===== src/rtl/serdes_shifter_pkg.sv =====
// Shared types and encodings for the serialiser/deserialiser shift register.
package serdes_shifter_pkg;

    // Transfer state machine states.
    typedef enum logic [1:0] {
        IDLE  = 2'd0,
        SHIFT = 2'd1,
        DONE  = 2'd2
    } state_t;

    // Source of the bit inserted at the far end of the register on each shift.
    localparam logic LOOP_EXT = 1'b0;  // external serial input
    localparam logic LOOP_ROT = 1'b1;  // outgoing bit fed back (rotate)

endpackage


===== src/rtl/serdes_shifter_bit_src_mux.sv =====
// Chooses the bit that enters the shift register: external serial input or
// the bit currently leaving (rotate).
module bit_src_mux
    import serdes_shifter_pkg::*;
(
    input  logic loop_sel,
    input  logic ser_in,
    input  logic ser_out,
    output logic ins_bit
);

    // Select the inserted bit from loop_sel.
    always_comb begin
        ins_bit = ser_in;
        if (loop_sel == LOOP_ROT) begin
            ins_bit = ser_out;
        end
    end

endmodule


===== src/rtl/serdes_shifter.sv =====
// Parallel-to-serial / serial-to-parallel shift register with a three-state
// transfer FSM (load, shift WIDTH bits, hand the word back).
module serdes_shifter
    import serdes_shifter_pkg::*;
#(
    parameter int WIDTH     = 8,
    parameter bit MSB_FIRST = 1'b1
) (
    input  logic             clk,
    input  logic             rst_n,
    input  logic [WIDTH-1:0] par_in,
    input  logic             load_valid,
    output logic             load_ready,
    input  logic             ser_en,
    input  logic             ser_in,
    input  logic             loop_sel,
    output logic             ser_out,
    output logic             ser_valid,
    output logic [WIDTH-1:0] par_out,
    output logic             par_valid,
    input  logic             par_ready,
    input  logic             abort
);

    localparam int CW = $clog2(WIDTH);

    state_t           state_reg;
    logic [CW-1:0]    cnt_reg;
    logic [WIDTH-1:0] shreg_reg;
    logic [WIDTH-1:0] shreg_next;
    logic             load_ready_reg;
    logic             ser_valid_reg;
    logic             par_valid_reg;
    logic             ins_bit;
    logic             last_shift;

    // The outgoing bit sits at the output end; the opposite end receives ins_bit.
    generate
        if (MSB_FIRST) begin : g_msb_first
            assign ser_out    = shreg_reg[WIDTH-1];
            assign shreg_next = {shreg_reg[WIDTH-2:0], ins_bit};
        end else begin : g_lsb_first
            assign ser_out    = shreg_reg[0];
            assign shreg_next = {ins_bit, shreg_reg[WIDTH-1:1]};
        end
    endgenerate

    bit_src_mux u_bit_src_mux (
        .loop_sel (loop_sel),
        .ser_in   (ser_in),
        .ser_out  (ser_out),
        .ins_bit  (ins_bit)
    );

    assign last_shift = (cnt_reg == CW'(WIDTH - 1));

    assign load_ready = load_ready_reg;
    assign ser_valid  = ser_valid_reg;
    assign par_valid  = par_valid_reg;
    assign par_out    = shreg_reg;

    // Transfer FSM, bit counter, shift register and registered handshake flags.
    always_ff @(posedge clk) begin
        if (!rst_n) begin
            state_reg      <= IDLE;
            cnt_reg        <= '0;
            shreg_reg      <= '0;
            load_ready_reg <= 1'b1;
            ser_valid_reg  <= 1'b0;
            par_valid_reg  <= 1'b0;
        end else if (abort) begin
            // Cancel without touching shreg and without a par_valid pulse.
            state_reg      <= IDLE;
            cnt_reg        <= '0;
            load_ready_reg <= 1'b1;
            ser_valid_reg  <= 1'b0;
            par_valid_reg  <= 1'b0;
        end else begin
            case (state_reg)
                IDLE: begin
                    if (load_valid) begin
                        shreg_reg      <= par_in;
                        cnt_reg        <= '0;
                        state_reg      <= SHIFT;
                        load_ready_reg <= 1'b0;
                        ser_valid_reg  <= 1'b1;
                    end
                end
                SHIFT: begin
                    if (ser_en) begin
                        shreg_reg <= shreg_next;
                        if (last_shift) begin
                            // Counter is parked at zero so it never passes WIDTH-1.
                            cnt_reg       <= '0;
                            state_reg     <= DONE;
                            ser_valid_reg <= 1'b0;
                            par_valid_reg <= 1'b1;
                        end else begin
                            cnt_reg <= cnt_reg + 1'b1;
                        end
                    end
                end
                DONE: begin
                    // A load offered in this same cycle is ignored: load_ready is low.
                    if (par_ready) begin
                        state_reg      <= IDLE;
                        par_valid_reg  <= 1'b0;
                        load_ready_reg <= 1'b1;
                    end
                end
                default: begin
                    state_reg      <= IDLE;
                    cnt_reg        <= '0;
                    load_ready_reg <= 1'b1;
                    ser_valid_reg  <= 1'b0;
                    par_valid_reg  <= 1'b0;
                end
            endcase
        end
    end

endmodule


===== config.mk =====
export PLATFORM = sky130hd
export DESIGN_NAME = serdes_shifter
export DESIGN_NICKNAME = d
export VERILOG_FILES = /design/src/rtl/serdes_shifter_pkg.sv /design/src/rtl/serdes_shifter_bit_src_mux.sv /design/src/rtl/serdes_shifter.sv
export SDC_FILE = /design/constraint.sdc
export NUM_CORES = 1
export LEC_CHECK = 0
export CORE_MARGIN = 2
export CORE_UTILIZATION = 25
export CTS_BUF_LIST = sky130_fd_sc_hd__clkbuf_16
export DETAILED_ROUTE_END_ITERATION = 8
export PLACE_DENSITY = 0.52
export SETUP_SLACK_MARGIN = 0.02
export SYNTH_ARGS = -nofsm -noshare
export SYNTH_HDL_FRONTEND = slang
export SYNTH_HIERARCHICAL = 1
export SYNTH_SLANG_ARGS = --single-unit

===== constraint.sdc =====
create_clock -name clk -period 4.43 [get_ports clk]
set_input_delay 0.6645 -clock clk [delete_from_list [all_inputs] [get_ports clk]]
set_output_delay 0.6645 -clock clk [all_outputs]
set_load 0.05 [all_outputs]

Word-level counts from Yosys, hierarchy flattened --
Cells that the tools add are included.
Word-level totals: register bits 16, bits of input ports 16, output and inout port bits 12, word-level logic and storage cells 52
Operators by class: add/subtract/negate cells 1, equal/unequal tests 7, multiplexer cells 24, bitwise operators 5, reduce and logical (&&, ||, !) cells 9
Operators by type and width (number):
- 8-bit two-way mux | 2
- 8-bit one-hot mux with 2 select lines | 1
- 4-bit AND reduction | 4
- 1-bit two-way mux | 9
- 3-bit two-way mux | 3
- 1-bit one-hot mux with 3 select lines | 3
- 3-bit one-hot mux with 3 select lines | 1
- 2-bit two-way mux | 4
- 2-bit != test, second input constant | 4
- 2-bit one-hot mux with 3 select lines | 1
- 3-bit AND reduction | 2
- 1-bit NOT | 5
- 3-bit by 1-bit adder with 3-bit output, second input constant | 1
- 3-bit equality test, second input constant | 1
- 2-bit by 1-bit equality test with 1-bit output, second input constant | 1
- 2-bit equality test, second input constant | 1
- 2-bit zero test | 1
- 2-bit nonzero test | 1
- 2-bit OR reduction | 1

Depth between registers and ports, before layout --
word-level depth 4, mapped depth 6, mapped depth without buffers 5

Hierarchy --
The synthesis kept the hierarchy.
By module, submodules not included:
- serdes_shifter | times used 1, cells an instance 83, area each 808.3 um^2, sequential area each 320.3 um^2
- bit_src_mux | times used 1, cells an instance 1, area each 15.0 um^2, sequential area each 0.0 um^2

Worst setup path before layout --
No wires, ideal clock.
path kind input to register, start point input abort, end point register shreg_reg[1] (netlist: par_out[1]), setup time 0.068 ns, arrival time 1.613 ns, data required time 4.362 ns, setup slack 2.749 ns, stages 5, path buffers 2, cell sequence or2_1 -> buf_6 -> or3b_1 -> buf_6 -> o21ai_2
Between the ends: cells in the longest elaborated chain, start to end 2
Ends and longest elaborated chain:
- from (decl) | RTL line serdes_shifter.sv:22 | input logic abort
- 1-bit NOT (no line)
- 4-bit AND reduction (no line)
- to (signal assigned) | RTL line serdes_shifter.sv:82 | shreg_reg <= par_in;
- to (signal assigned) | RTL line serdes_shifter.sv:91 | shreg_reg <= shreg_next;
- to (decl) | RTL line serdes_shifter.sv:29 | logic [WIDTH-1:0] shreg_reg;
Every way passes these cells. A chain may end at the register's enable or synchronous reset.

Worst setup path in the final report --
start point register shreg_reg[7] (netlist: par_out[7]), end point output par_out[7]
RTL lines:
- to (decl) | RTL line serdes_shifter.sv:19 | output logic [WIDTH-1:0] par_out,
No word-level cell between the ends.

==> impl_metrics.py <==
metrics = {
    "status": {
        "outcome": "finished clean",
    },
    "synthesis": {
        "synthTopCellsByArea": "dfxtp_1, mux2i_1, o21ai_2, o211ai_1, nand2_1",
        "synth_nets": 102,
        "synth_compound_area_share_pct": 22.19,
        "yosys.area_share.adder_pct": 3.040,
        "async_flop_share_pct": 0,
        "synth_cell_types": 26,
        "synth_xor_xnor_area_share_pct": 0,
        "synth_ff_type": "dfxtp_1",
        "synth_edf_count": 0,
        "syn_area_per_cell_um2": 9.801,
        "yosysMostFrequentCell": "dfxtp_1",
        "synthMuxAreaShare_pct": 14.44,
        "seq_area_frac_synth_pct": 38.91,
        "yosysTopAreaCell": "dfxtp_1",
        "synth_top_family_by_area": "compound AO/OA/AOI/OAI gates",
        "ys_warn_count": 6,
        "syn_area_um2": 823.3,
        "ys_ff_latch": 16,
        "synth_top_area_share_pct": 38.91,
        "synthCells": 84,
        "synth-simple-area-share_pct": 14.74,
        "yosys-top-cells-count": "dfxtp_1, mux2i_1, nand2_1, o211ai_1, o21ai_2",
    },
    "sta": {
        "worst_slew_pin_slew_ns": 0.5457,
        "setup_violations": 0,
        "rsz0062_at_grt": "false",
        "max_freq_ghz": 0.4725,
        "min_period_ns": 2.116,
        "fin_ws_ns": 2.314,
        "fin_worst_skew_ns": 0.002867,
        "drv_slew": 0,
        "finalCritPeriodShare_pct": 47.77,
        "hold_viol_final": 0,
        "fin_tns_setup_ns": 0,
        "maxSlewHeadroom_pct": 63.62,
    },
    "die": {
        "die_w_um": 61.39,
        "ios": 28,
        "initial_core_util_pct": 26.53,
        "row_count": 20,
        "core-area_um2": 3103,
        "die_y_um": 61.39,
        "die_area_um2": 3768,
    },
    "cts": {
        "clockBufferDepth": 2,
        "hold_buffers": 0,
        "insertion_delay_ns": 0.25,
        "root_buffer": "clkbuf_16",
        "clkSinkCount": 16,
        "clk_pin_slew_worst_paths_ns": 0.05,
        "tritoncts": "built",
        "cts_max_level": 1,
        "ctsResizeCount": 0,
        "cts_setup_buffers": 0,
        "cts_buffers": 3,
    },
    "worst_setup_path": {
        "startpoint_type": "flop",
        "critPathBufInv": 1,
        "critPathTopFamily": "buffers and inverters",
        "critPathMaxStageDelay_ns": 0.82,
        "timing.rr.start": "state_reg[0]$_SDFFE_PP0P_",
        "ff2ff_path_depth": 3,
        "worstSetupPathType": "reg -> out",
        "worstPathCellList": "clkdlybuf4s50_1",
        "reg2reg_to": "par_out[3]$_SDFFE_PN0P_",
        "required_ns": 3.77,
        "cp-end-kind": "output port",
        "cp.arrival_ns": 1.45,
        "critical-path-slowest-cell": "clkdlybuf4s50_1",
        "critical_path.max_fanout": 4,
        "reg2reg_slack_ns": 2.73,
    },
    "pwr": {
        "vdd_drop_max_mv": 0.1234,
        "power_density_nw_per_um2": 341.3,
        "leakage_nw": 0.4590,
    },
    "finish": {
        "post-route-util_pct": 37.78,
        "layout-drive-gt1-share_pct": 13.89,
        "largest_register_ffs": 8,
        "nets": 127,
        "fin_area_um2": 1172,
        "synthToLayoutAreaGrowth_pct": 42.40,
        "insertedDiodeCount": 0,
    },
    "drt": {
        "drt-pass1-iter-count": 4,
        "num_vias": 705,
        "wl_per_cell_um": 11.89,
        "vias_per_cell": 4.638,
        "finalWirelength_um": 1808,
        "ant_nets": 0,
        "drc": 0,
        "drtIter0Drc": 16,
    },
    "placed_design": {
        "dpl-instance-area_um2": 1094,
        "hpwlAfterDp_um": 1326,
        "place.gp.congestion": 0.7702,
        "pre_cts_ws_ns": 2.127,
        "portBuffers": 27,
    },
    "min_path": {
        "hold_path_depth": 2,
        "hp-start": "ser_valid$_SDFFE_PP0P_",
        "min_path_type": "reg -> reg",
        "holdPathEnd": "ser_valid$_SDFFE_PP0P_",
    },
    "grt": {
        "grt_usage_pct": 10.54,
        "antenna_found_initial": 0,
        "grt_pass1_wl_um": 2842,
        "gr-total-overflow": 0,
        "grt_pass1_vias": 643,
        "grt_max_degree": 12,
    },
    "job": {
        "cap_violations": 0,
    },
}
-- through the flow --
step | hold WS (ns) | std cells | power [W]
after floorplan | 0.4470 | 84 | 0.0002007
after global placement | 0.4605 | 148 | 0.0002268
after detailed placement | 0.4663 | 148 | 0.0002268
after CTS | 0.4740 | 152 | 0.0004057
after global routing | 0.4945 | 152 | 0.0004188
final | 0.4692 | 152 | 0.0004001
-- placed cells by master, fill, tap and decap left out --
master,synthesis,layout
nand3b_1,1,1
or2_2,1,1
clkbuf_16,0,3
clkinv_1,0,1
ha_1,2,2
a21oi_1,3,3
mux2i_2,1,1
nand3_1,2,2
clkdlybuf4s50_1,0,27
o22ai_1,2,2
o21ai_2,8,8
nor2_1,2,2
mux2_4,1,1
nand2_1,9,9
o21ai_0,2,2
o21a_1,1,1
o211ai_1,9,9
or3b_1,1,1
nor2b_1,1,1
or3b_2,1,1
dfxtp_1,16,16
or4_1,1,1
mux2i_1,9,9
or2_1,1,1
nand2b_1,3,3
-- how the worst max path moves through the flow --
stage	end	slack, ns	from	depth (start not counted)
floorplan	par_out[1]$_SDFFE_PN0P_	2.75	abort	5
global route	par_out[6]	2.26	par_out[6]$_SDFFE_PN0P_	1
finish	par_out[7]	2.31	par_out[7]$_SDFFE_PN0P_	1
detailed placement	par_out[2]$_SDFFE_PN0P_	2.13	abort	4
CTS	par_out[7]	2.30	par_out[7]$_SDFFE_PN0P_	1
global placement	par_out[4]$_SDFFE_PN0P_	2.14	abort	4
-- metal layers --
| metal | track usage, % | wire (um) |
|---|---|---|
| met5 | 0 | 0 |
| met4 | 5.471 | 24 |
| met3 | 4.622 | 122 |
| met2 | 15.05 | 794 |
| met1 | 13.41 | 867 |
-- power by group --
group	leakage (nW)	internal, W	switching, W	total [W]
clock network	0.0385	0.000120	0.0000566	0.000176
logic	0.290	0.0000308	0.0000383	0.0000691
registers	0.130	0.000150	0.00000501	0.000155
total	0.459	0.000300	0.0000999	0.000400
-- final cells by class --
cell class | count | area (um2)
clock buffer | 3 | 75.07
clock inverter | 1 | 3.754
fill | 332 | 1931
multi-input combinational | 61 | 447.9
sequential | 16 | 320.3
tap | 44 | 55.05
timing repair buffer | 27 | 270.3
-- kinds of logic after synthesis --
logic type                 count (synthesis)
DFF                                       16
buffers and inverters                      7
AOI/OAI and AO/OA                         25
muxes                                     11
and+or+nand+nor                           23
adders and majority gates                  2
(Power assumes the default switching activity.)
